<file path="src/rtl/pipe_ctrl_pkg.sv">
// Shared constants and helpers for the pipeline sequencing unit.
package pipe_ctrl_pkg;

  // Width of the per-register stall/flush vectors.
  localparam int VEC_W = 5;

  // Bit positions within the stall/flush vectors.
  localparam int STG_PC  = 0;  // PC register
  localparam int STG_ID  = 1;  // IF/ID register
  localparam int STG_EX  = 2;  // ID/EX register
  localparam int STG_MEM = 3;  // EX/MEM register
  localparam int STG_WB  = 4;  // MEM/WB register

  localparam logic [31:0] ZERO_WORD = 32'h0000_0000;

  // Redirect FSM encodings.
  localparam logic [0:0] PC_IDLE = 1'b0;
  localparam logic [0:0] PC_WAIT = 1'b1;

  typedef logic [VEC_W-1:0] vec_t;

  typedef struct packed {
    vec_t stall;
    vec_t flush;
  } ctrl_vec_t;

  // Vectors for plain stall handling; req = {mem, ex, id, if}.
  // The highest requesting stage holds itself and everything upstream
  // and injects a bubble into the register just downstream of it.
  function automatic ctrl_vec_t stall_level(input logic [3:0] req);
    ctrl_vec_t v;
    v = '0;
    if (req[3]) begin
      v.stall = 5'b01111;
      v.flush = 5'b10000;
    end else if (req[2]) begin
      v.stall = 5'b00111;
      v.flush = 5'b01000;
    end else if (req[1]) begin
      v.stall = 5'b00011;
      v.flush = 5'b00100;
    end else if (req[0]) begin
      v.stall = 5'b00001;
      v.flush = 5'b00010;
    end
    return v;
  endfunction

endpackage

</file>
<file path="src/rtl/pipe_ctrl_if.sv">
// Request/response bundle between the datapath and the pipeline controller.
interface pipe_ctrl_if #(
  parameter int CNT_W = 32
);
  import pipe_ctrl_pkg::*;

  logic             if_stallreq;
  logic             id_stallreq;
  logic             ex_stallreq;
  logic             mem_stallreq;
  logic             exc_req;
  logic [31:0]      exc_pc;
  logic             ibus_busy;
  vec_t             stall;
  vec_t             flush;
  logic             flush_pc_valid;
  logic [31:0]      flush_pc;
  logic [CNT_W-1:0] stall_cnt;
  logic [CNT_W-1:0] exc_cnt;

  // Datapath side: raises requests, consumes stall/flush/redirect.
  modport master (
    output if_stallreq, id_stallreq, ex_stallreq, mem_stallreq,
    output exc_req, exc_pc, ibus_busy,
    input  stall, flush, flush_pc_valid, flush_pc, stall_cnt, exc_cnt
  );

  // Controller side.
  modport slave (
    input  if_stallreq, id_stallreq, ex_stallreq, mem_stallreq,
    input  exc_req, exc_pc, ibus_busy,
    output stall, flush, flush_pc_valid, flush_pc, stall_cnt, exc_cnt
  );
endinterface

</file>
<file path="src/rtl/pipe_ctrl_counter.sv">
// Wrapping event counter used for the performance statistics.
module pipe_ctrl_counter #(
  parameter int CNT_W = 32
) (
  input  logic             clk,
  input  logic             rst,
  input  logic             inc,
  input  logic             clear,
  output logic [CNT_W-1:0] count
);

  // Count qualifying cycles; wraps naturally modulo 2^CNT_W.
  always_ff @(posedge clk or posedge rst) begin
    // NOTE: state registers use non-blocking assignment so every flop
    // samples pre-edge values regardless of block evaluation order.
    if (rst)        count <= '0;
    else if (clear) count <= '0;
    else if (inc)   count <= count + 1'b1;
  end

endmodule

</file>
<file path="src/rtl/pipe_ctrl.sv">
// Pipeline sequencing unit: merges stall requests and the MEM-stage
// exception into per-register stall/flush vectors, defers redirects
// behind an outstanding instruction fetch, and counts stalls/exceptions.
module pipe_ctrl
  import pipe_ctrl_pkg::*;
#(
  parameter int CNT_W = 32
) (
  input  logic        clk,
  input  logic        rst,
  pipe_ctrl_if.slave  bus
);

  logic [0:0]  state;
  logic [0:0]  state_nxt;
  logic [31:0] pend_pc;
  logic        accept;
  ctrl_vec_t   ctl;
  logic        pc_valid;
  logic [31:0] pc_target;

  // Output vectors and next state from inputs and current state.
  always_comb begin
    // NOTE: every variable gets a default first so no path infers a latch.
    state_nxt = state;
    ctl       = '0;
    pc_valid  = 1'b0;
    pc_target = pend_pc;
    accept    = 1'b0;
    if (rst) begin
      // Bubble everything while reset is held.
      ctl.flush = '1;
      pc_target = ZERO_WORD;
    end else if (state == PC_WAIT) begin
      // Fetch in flight: hold PC, squash the whole pipe, and discard
      // whatever the outstanding fetch returns through the IF/ID flush.
      ctl.flush = 5'b11110;
      if (bus.ibus_busy) begin
        ctl.stall[STG_PC] = 1'b1;
      end else begin
        pc_valid  = 1'b1;
        state_nxt = PC_IDLE;
      end
    end else if (bus.exc_req && !bus.mem_stallreq) begin
      // Exception overrides any upstream stall; MEM stall blocks it.
      accept    = 1'b1;
      ctl.flush = 5'b11110;
      if (bus.ibus_busy) begin
        ctl.stall[STG_PC] = 1'b1;
        state_nxt         = PC_WAIT;
      end else begin
        pc_valid  = 1'b1;
        pc_target = bus.exc_pc;
      end
    end else begin
      ctl = stall_level({bus.mem_stallreq, bus.ex_stallreq,
                         bus.id_stallreq, bus.if_stallreq});
    end
  end

  assign bus.stall          = ctl.stall;
  assign bus.flush          = ctl.flush;
  assign bus.flush_pc_valid = pc_valid;
  assign bus.flush_pc       = pc_target;

  // Redirect FSM state and the deferred redirect target.
  always_ff @(posedge clk or posedge rst) begin
    if (rst) begin
      state   <= PC_IDLE;
      pend_pc <= ZERO_WORD;
    end else begin
      state <= state_nxt;
      if (accept && bus.ibus_busy) pend_pc <= bus.exc_pc;
    end
  end

  pipe_ctrl_counter #(.CNT_W(CNT_W)) u_stall_cnt (
    .clk   (clk),
    .rst   (rst),
    .inc   (ctl.stall[STG_PC]),
    .clear (1'b0),
    .count (bus.stall_cnt)
  );

  pipe_ctrl_counter #(.CNT_W(CNT_W)) u_exc_cnt (
    .clk   (clk),
    .rst   (rst),
    .inc   (accept),
    .clear (1'b0),
    .count (bus.exc_cnt)
  );

endmodule
</file>
<file path="src/flat_wrapper.sv">
// flat-port wrapper written by rule: the top's interface ports become plain ports
module pipe_ctrl_flat import pipe_ctrl_pkg::*;
#(
  parameter int CNT_W = 32
)
  (clk, rst, bus_if_stallreq, bus_id_stallreq, bus_ex_stallreq, bus_mem_stallreq, bus_exc_req, bus_exc_pc, bus_ibus_busy, bus_stall, bus_flush, bus_flush_pc_valid, bus_flush_pc, bus_stall_cnt, bus_exc_cnt);
  pipe_ctrl_if #(.CNT_W(CNT_W)) bus_i ();
  input  logic clk;
  input  logic rst;
  input wire logic [$bits(bus_i.if_stallreq)-1:0] bus_if_stallreq;
  input wire logic [$bits(bus_i.id_stallreq)-1:0] bus_id_stallreq;
  input wire logic [$bits(bus_i.ex_stallreq)-1:0] bus_ex_stallreq;
  input wire logic [$bits(bus_i.mem_stallreq)-1:0] bus_mem_stallreq;
  input wire logic [$bits(bus_i.exc_req)-1:0] bus_exc_req;
  input wire logic [$bits(bus_i.exc_pc)-1:0] bus_exc_pc;
  input wire logic [$bits(bus_i.ibus_busy)-1:0] bus_ibus_busy;
  output wire logic [$bits(bus_i.stall)-1:0] bus_stall;
  output wire logic [$bits(bus_i.flush)-1:0] bus_flush;
  output wire logic [$bits(bus_i.flush_pc_valid)-1:0] bus_flush_pc_valid;
  output wire logic [$bits(bus_i.flush_pc)-1:0] bus_flush_pc;
  output wire logic [$bits(bus_i.stall_cnt)-1:0] bus_stall_cnt;
  output wire logic [$bits(bus_i.exc_cnt)-1:0] bus_exc_cnt;
  assign bus_i.if_stallreq = bus_if_stallreq;
  assign bus_i.id_stallreq = bus_id_stallreq;
  assign bus_i.ex_stallreq = bus_ex_stallreq;
  assign bus_i.mem_stallreq = bus_mem_stallreq;
  assign bus_i.exc_req = bus_exc_req;
  assign bus_i.exc_pc = bus_exc_pc;
  assign bus_i.ibus_busy = bus_ibus_busy;
  assign bus_stall = bus_i.stall;
  assign bus_flush = bus_i.flush;
  assign bus_flush_pc_valid = bus_i.flush_pc_valid;
  assign bus_flush_pc = bus_i.flush_pc;
  assign bus_stall_cnt = bus_i.stall_cnt;
  assign bus_exc_cnt = bus_i.exc_cnt;
  pipe_ctrl #(.CNT_W(CNT_W)) u_core (.clk(clk), .rst(rst), .bus(bus_i));
endmodule
</file>
<file path="config.mk">
export PLATFORM = sky130hd
export DESIGN_NAME = pipe_ctrl_flat
export DESIGN_NICKNAME = d
export VERILOG_FILES = /design/src/rtl/pipe_ctrl_pkg.sv /design/src/rtl/pipe_ctrl_if.sv /design/src/rtl/pipe_ctrl_counter.sv /design/src/rtl/pipe_ctrl.sv /design/src/flat_wrapper.sv
export SDC_FILE = /design/constraint.sdc
export NUM_CORES = 1
export LEC_CHECK = 0
export BUFFER_PORTS_ARGS = -buffer_cell sky130_fd_sc_hd__buf_2
export CORE_ASPECT_RATIO = 0.5
export CORE_MARGIN = 8
export CORE_UTILIZATION = 48
export CTS_BUF_LIST = sky130_fd_sc_hd__clkbuf_4 sky130_fd_sc_hd__clkbuf_8
export DETAILED_ROUTE_END_ITERATION = 7
export PLACE_DENSITY = 0.71
export SLEW_MARGIN = 20
export SYNTH_ARGS = -nofsm -noshare
export SYNTH_HDL_FRONTEND = slang
export SYNTH_HIERARCHICAL = 1
export SYNTH_SLANG_ARGS = --single-unit
</file>
<file path="constraint.sdc">
create_clock -name clk -period 3.35 [get_ports clk]
set_clock_uncertainty 0.2 [all_clocks]
set_input_delay 0.335 -clock clk [delete_from_list [all_inputs] [get_ports clk]]
set_output_delay 0.335 -clock clk [all_outputs]
set_load 0.02 [all_outputs]
</file>
==> results of run 1 <==
stage by stage:
stage / instance area (um2) / cells / hold WS, ns
4_1_cts: 6510 / 871 / 0.000150
5_1_grt: 6520 / 872 / 0.000592
3_3_place_gp: 6250 / 849 / 0.286
6_report: 6520 / 872 / 0.0182
3_5_place_dp: 6250 / 849 / 0.294
2_1_floorplan: 5530 / 589 / 0.251
kinds of logic (layout without fill, tap and decap cells):
| group | count (synthesis) | count (layout) | share of synthesized area |
|---|---|---|---|
| xor+xnor | 24 | 24 | 0.0383 |
| other cells | 1 | 9 | 0.000683 |
| compound gates | 92 | 92 | 0.103 |
| buf+inv | 55 | 193 | 0.0588 |
| simple gates | 262 | 262 | 0.255 |
| fa+ha+maj | 2 | 2 | 0.00456 |
| mux | 48 | 48 | 0.0980 |
| flops | 97 | 97 | 0.442 |
layout make-up:
class                      instances  area (um2)  share of cell area
clock buffer                      11         145              0.0222
clock inverter                     3        42.5             0.00652
inverter                          14        52.6             0.00806
multi-input combinational        437        2780               0.426
sequential                        97        2430               0.372
tap                              145         181              0.0278
timing repair buffer             165         898               0.138
synthesized netlist by cell type (3+ instances only):
master                     number  area share
sky130_fd_sc_hd__a21oi_2       10       0.016
sky130_fd_sc_hd__inv_1         14      0.0096
sky130_fd_sc_hd__o21ai_0       13       0.012
sky130_fd_sc_hd__or2_2          4      0.0046
sky130_fd_sc_hd__nor2b_1       15       0.017
sky130_fd_sc_hd__xor2_1        10       0.016
sky130_fd_sc_hd__xnor2_1       14       0.022
sky130_fd_sc_hd__nand4_1       20       0.023
sky130_fd_sc_hd__a21oi_1       50       0.046
sky130_fd_sc_hd__nand3_1        7      0.0064
sky130_fd_sc_hd__nor3_1        13       0.012
sky130_fd_sc_hd__mux2_1         3      0.0062
sky130_fd_sc_hd__o31ai_1       14       0.019
sky130_fd_sc_hd__buf_2         11       0.010
sky130_fd_sc_hd__nor2_1        47       0.032
sky130_fd_sc_hd__buf_4          5      0.0068
sky130_fd_sc_hd__nand2_2       12       0.014
sky130_fd_sc_hd__or4_1         18       0.025
sky130_fd_sc_hd__or3_1         12       0.014
sky130_fd_sc_hd__nor4_1        12       0.014
sky130_fd_sc_hd__nand2_1       83       0.057
sky130_fd_sc_hd__and4_1         4      0.0064
sky130_fd_sc_hd__mux2_2        43       0.088
sky130_fd_sc_hd__buf_6          6       0.012
sky130_fd_sc_hd__clkbuf_1      12      0.0082
sky130_fd_sc_hd__buf_1          4      0.0027
sky130_fd_sc_hd__dfrtp_1       97        0.44
worst max-delay path: stages (launching register included):
cell	delay, ns
sky130_fd_sc_hd__dfrtp_1	0.55
sky130_fd_sc_hd__nor2_1	0.13
sky130_fd_sc_hd__a311oi_2	0.40
sky130_fd_sc_hd__o2111ai_2	0.25
sky130_fd_sc_hd__or3_1	0.63
sky130_fd_sc_hd__nor4_1	0.40
sky130_fd_sc_hd__mux2_2	0.37
registers in the layout, summed over array words and instances (netlist names):
signal / cells
u_core/pend_pc: 32
u_core/u_exc_cnt/count: 32
u_core/u_stall_cnt/count: 32
u_core/state: 1
power breakdown:
part	switching [mW]	total, mW	leakage, nW	internal (mW)
combinational	0.271	0.464	1.62	0.193
sequential	0.0584	1.32	1.29	1.26
clock	0.394	0.759	0.0947	0.365
total	0.723	2.54	3.01	1.82
path summary, 6_finish.rpt:
check / startpoint / endpoint / slack (ns) / cells after the start
setup / recovery: u_core/state$_DFFE_PP0N_ / u_core/u_stall_cnt/count[30]$_DFFE_PP0P_ / 0.29 / 6
hold / removal: bus_exc_pc[24] / u_core/pend_pc[24]$_DFFE_PP0P_ / 0.02 / 2
setup reg to reg: u_core/state$_DFFE_PP0N_ / u_core/u_stall_cnt/count[30]$_DFFE_PP0P_ / 0.29 / 6
hold reg to reg: u_core/pend_pc[18]$_DFFE_PP0P_ / u_core/pend_pc[18]$_DFFE_PP0P_ / 0.31 / 1
max in group asynchronous: rst / u_core/pend_pc[1]$_DFFE_PP0P_ / 2.18 / 4
min in group asynchronous: rst / u_core/pend_pc[8]$_DFFE_PP0P_ / 0.13 / 3
layer usage:
metal  wire [um]  GRT usage  vias to the layer above
met2        6630      0.310                      118
li1            -          -                     2310
met5           0          0                        -
met4         165     0.0494                        0
met3         870     0.0590                       12
met1        6360      0.226                     2302
repair_timing:
item | CTS | global route
endpoints found under the setup margin | 0 | 0
endpoints found under the hold margin | 8 | 1
hold buffers | 8 | 1
==> results summary, run 1 <==
The run finished with clean final reports. The aggregate global routing overflow is 0. The data arrival time of the critical path came out at ~3.1 ns. The leakage power is 3.01 nW. The routed wirelength normalized by instance count came out at approximately 16 um. The relative slew slack is 0.641. The count of standard-cell rows is 27. The synthesized area came out at 5490 um2. The class of the most critical setup path is flop to flop.

In the synthesized netlist the async set-or-reset flop fraction comes to 1.00. The total routed wirelength is between 10,000 and 15,000 um. The most frequently used flop master after synthesis is sky130_fd_sc_hd__dfrtp_1. The post-synthesis register bit count came out at 97.

The maximum number of pins on one net before global-route repair is 42. The final setup TNS is 0 ns. The wire length of the first global-routing pass came out at approximately 24,000 um. The library cell used most frequently in the layout, excluding fill and tap cells, is sky130_fd_sc_hd__buf_2.

The via count of the first global-routing pass came out at 4,923. The count of maximum capacitance violations came out at 0. The quantity of I/O buffers inserted on ports came out at 145. The H-tree depth is 3.

The capturing element type of the critical path is a flop. The final hold violation count is 0. The total power is 2.54 mW. The minimum setup slack in the final design came out at 0.291 ns. Before CTS, the worst setup slack after placement is 0.221 ns. The share of layout cells above drive strength 1 is 0.341. The final weighted congestion in routability-driven placement is ~0.84. The per-instance average area after synthesis is 9.45 um2.

The clock insertion delay at the later pin of the skew report came out at 0.36 ns. Once layout is complete, the utilization of the core stands at 0.589. The area growth from synthesis to layout is 18.8%. The number of antenna violations at the first check in global routing is 0. The highest achievable clock rate came out at 327 MHz.

In this run, CTS created clock tree buffers numbering 9. The overall global routing resource usage is 0.184. The post-detailed-placement half-perimeter wirelength is between 9000 and 10,000 um. The kind of launch point of the worst setup path is a flop. In the layout the commonest cells are 145 x sky130_fd_sc_hd__buf_2, 97 x sky130_fd_sc_hd__dfrtp_1, 83 x sky130_fd_sc_hd__nand2_1. The detailed-route vias per instance came out at 5.44. The number of I/O pins came out at ~150. Yosys mapped a number of flops with a built-in enable equal to 0. The overall via count from detail_route is 4,742. The peak supply drop is roughly 0.26 mV. The pin slew with the least headroom to its limit came out at 0.538 ns. The required time of the critical path is approximately 3.4 ns. The count of nets left with antenna violations once routing finished came out at 0. Along the worst path, the maximum fanout reaches 16. The number of DRC violations after detailed-routing iteration 0 came out at 317. The path class of the tightest hold or removal check is input pin to flop.

The Yosys step of the flow raised 6 warnings. The cell count after synthesis is 581. The number of inserted diodes is 0. The clock tree buffer depth is 2. The clock net in this run drives a total of 97 sinks. For this run, the detailed router's first-pass iteration total came to 4. The total power divided by cell area is 390 nW/um2.

The count of distinct cell types in the synthesized netlist came out at 46. The starting density of the core came out at 0.495. The sequential-to-total area share from yosys stat is 0.442. The number of design rule violations left after detail routing came out at 0. After clock tree synthesis, the clock-pin slew on the worst setup and hold paths is 0.09 ns. The number of pins with negative max-slew slack in the final report came to 0. The number of buffers inserted to repair setup after CTS came out at 0. In this run the clock root is driven by a sky130_fd_sc_hd__clkbuf_8. The placeable core region came out at between 10,000 and 15,000 um2. The fill cell total of the finished layout is roughly 1,000. Setup repair after global routing left no endpoint under its margin. The die height is around 92 um. The final setup violation count is 0. The area of the die came out at between 15,000 and 20,000 um2. The number of nets at the end of the flow came out at between 700 and 800. The clock period could shrink to 3.06 ns. The die is 167 um wide. The number of instances resized during post-cts repair came out at 0. The TritonCTS clock tree is yes.

The final critical-path share of the clock period came out at 0.913.
Power figures use the tool's default switching activity.
==> run 2: changes to the inputs <==
--- a/config.mk
+++ b/config.mk
@@ -11,7 +11,7 @@
 export CORE_UTILIZATION = 48
 export CTS_BUF_LIST = sky130_fd_sc_hd__clkbuf_4 sky130_fd_sc_hd__clkbuf_8
 export DETAILED_ROUTE_END_ITERATION = 7
-export PLACE_DENSITY = 0.71
+export PLACE_DENSITY = 0.74
 export SLEW_MARGIN = 20
 export SYNTH_ARGS = -nofsm -noshare
 export SYNTH_HDL_FRONTEND = slang
==> results summary, run 2 (same netlist as run 1, synthesis figures left out) <==
The run finished with clean final reports. The number of design rule violations left after detail routing is 0 (unchanged). The post-detailed-placement half-perimeter wirelength came out at 9970 um (+0.56%).

STA classifies the critical path startpoint as an input pin. The placed instance area is 6240 um2 (-0.12%). The worst setup path is captured at a flop.

The aggregate global routing overflow came to 0 (unchanged). The clock sink count is 97 (unchanged). The number of pins with negative max-slew slack in the final report came to 0 (unchanged). The largest driver fanout on the critical path came out at 16 (unchanged). TritonCTS built the clock tree. The number of nets at the end of the flow is 775 (+1.2%). The via count of the first global-routing pass is 4,807 (-2.4%). The peak per-stage delay on the critical path came to 0.68 ns (+0.05 ns).

The final weighted congestion in routability-driven placement came out at 0.864 (+2.5%). The worst hold path begins at bus_exc_pc[22]. The startpoint of the lowest-slack register-to-register path is u_core/state$_DFFE_PP0N_.

The required time of the critical path came out at 3.39 ns (about the same). The worst hold path endpoint is u_core/pend_pc[22]$_DFFE_PP0P_. The critical path is of the input pin to flop type. The final design utilization is 0.596 (+0.00757). The number of antenna violations at the first check in global routing was 0 (unchanged). The total routed wirelength came to 14,300 um (+2.1%). The leakage power is 3.05 nW (+1.3%). The worst path buffer plus inverter count came out at 2 (+2). The starting density of the core came to 0.495 (unchanged). The number of DRC violations after detailed-routing iteration 0 is 386 (+22%).

The count of maximum capacitance violations came out at 0 (unchanged). The number of I/O pins is 147 (unchanged). The routed wirelength normalized by instance count came out at 16.2 um (+0.82%). The final hold violation count is 0 (unchanged). The final hold slack is 0.0231 ns (+0.00496 ns). The summed area of non-filler cells in the final layout came out at 6610 um2 (+1.3%).

The die height is 91.6 um (unchanged). The depth of the worst register-to-register path is 6 (unchanged). The overall global routing resource usage came out at 0.184 (+0.000444). The area of the die is 15,300 um2 (unchanged). Traced cell by cell, the critical path runs through dlygate4sd3_1, buf_2, nor3_1, o2111ai_2, or3_1, nor4_1, mux2_2. The clock tree buffer depth is 2 (unchanged).

The detailed-route vias per instance came to 5.50 (+1.2%). The H-tree depth came out at 3 (unchanged). The number of search-and-repair iterations in the first detailed-routing pass is 5 (+1).

The highest achievable clock rate was 332 MHz (+1.5%). The maximum number of pins on one net before global-route repair came out at 40 (-4.8%). The wire length of the first global-routing pass is 23,900 um (about the same). The final setup violation count came out at 0 (unchanged). The share of layout cells above drive strength 1 is 0.337 (-0.00373).

The data arrival time of the critical path is 3.06 ns (-0.05 ns). The quantity of I/O buffers inserted on ports is 145 (unchanged). The final critical delay including setup and external delays was 3.01 ns (-0.0444 ns). The pin slew with the least headroom to its limit is 0.954 ns (+0.416 ns). The number of instances resized during post-cts repair is 0 (unchanged). Leaving out fill and tap cells, the most frequent cell in the layout is sky130_fd_sc_hd__buf_2.

The library cells used most frequently in the layout, excluding fill and tap cells, are 145 x sky130_fd_sc_hd__buf_2, 97 x sky130_fd_sc_hd__dfrtp_1, 83 x sky130_fd_sc_hd__nand2_1. Setup repair after global routing left no endpoint under its margin. The synthesis-to-layout area growth came out at 20.4%. The count of nets left with antenna violations after detail routing came out at 0 (unchanged). The clock edge transition at the registers on the reported setup and hold paths is 0.10 ns (about the same).

The number of inserted diodes came out at 0 (unchanged). For this design, the slowest cell found on the critical path is sky130_fd_sc_hd__or3_1. The critical register-to-register path endpoint is u_core/u_stall_cnt/count[28]$_DFFE_PP0P_. Among cell families on the critical path, the largest total delay comes from simple AND/OR/NAND/NOR gates. In the final layout, the registers with the most flip-flops are u_core/pend_pc x32, u_core/u_exc_cnt/count x32, u_core/u_stall_cnt/count x32. The relative slew slack came out at 0.363 (-0.278).

The floorplan die width came to 167 um (unchanged). The final setup TNS is 0 ns (unchanged). The clock buffer count from CTS is 9 (unchanged). The final critical-path share of the clock period came out at 0.900 (-0.0132). The tree is rooted in a sky130_fd_sc_hd__clkbuf_8. The overall via count from detail_route came out at 4,858 (+2.4%). The count of standard-cell rows is 27 (unchanged). The placeable core region came to 11,100 um2 (unchanged). The clock insertion delay at the later pin of the skew report came to 0.36 ns (about the same). The path class of the tightest hold or removal check is input pin to flop. The peak supply drop is 0.261 mV (+1.1%). The total power divided by cell area came to 379 nW/um2 (-2.7%). The number of cells on the worst hold path is 2 (unchanged). The flop-to-flop setup slack came out at 0.37 ns (+0.08 ns).
==> run 2: area by class of cell <==
class                           instances  area (um2)
Sequential cell                        97        2430
Tap cell                              145         181
Inverter                               14        52.6
Clock buffer                           10         138
Timing Repair Buffer                  174         991
Clock inverter                          6        41.3
Multi-Input combinational cell        437        2780
Fill cell                             978        4470
==> run 2: how the worst max path moves through the flow <==
stage / start / endpoint / slack (ns) / cells past startpoint
floorplan: bus_mem_stallreq / u_core/u_stall_cnt/count[17]$_DFFE_PP0P_ / 0.11 / 11
global placement: bus_exc_req / u_core/u_stall_cnt/count[26]$_DFFE_PP0P_ / 0.34 / 8
detailed placement: bus_exc_req / u_core/u_stall_cnt/count[28]$_DFFE_PP0P_ / 0.25 / 8
CTS: u_core/state$_DFFE_PP0N_ / u_core/u_stall_cnt/count[28]$_DFFE_PP0P_ / 0.36 / 6
global route: u_core/state$_DFFE_PP0N_ / u_core/u_stall_cnt/count[30]$_DFFE_PP0P_ / 0.15 / 6
finish: rst / u_core/u_exc_cnt/count[28]$_DFFE_PP0P_ / 0.34 / 7
==> run 2: repair_timing <==
action	in CTS	in global routing
setup endpoints to repair	0	0
hold endpoints to repair	49	1
setup buffers	0	0
hold buffers	18	1
==> run 2: metrics by stage <==
stage	std cells	power, mW	setup WS (ns)
final	883	2.50	0.335
after global routing	883	2.65	0.147
after CTS	882	2.54	0.360
after detailed placement	848	1.80	0.248
after global placement	848	1.78	0.339
after floorplan	589	1.66	0.113
==> run 2: where the power goes <==
group | switching, mW | internal, mW
Sequential | 0.0587 | 1.26
Combinational | 0.278 | 0.200
Clock | 0.415 | 0.292
==> run 2: per-layer routing <==
layer  vias up  GRT usage  routed length (um)
li1       2333          -                   -
met2       152      0.314                6910
met5         -          0                   0
met1      2363      0.225                6210
met3        10     0.0607                1080
met4         0     0.0443                 110
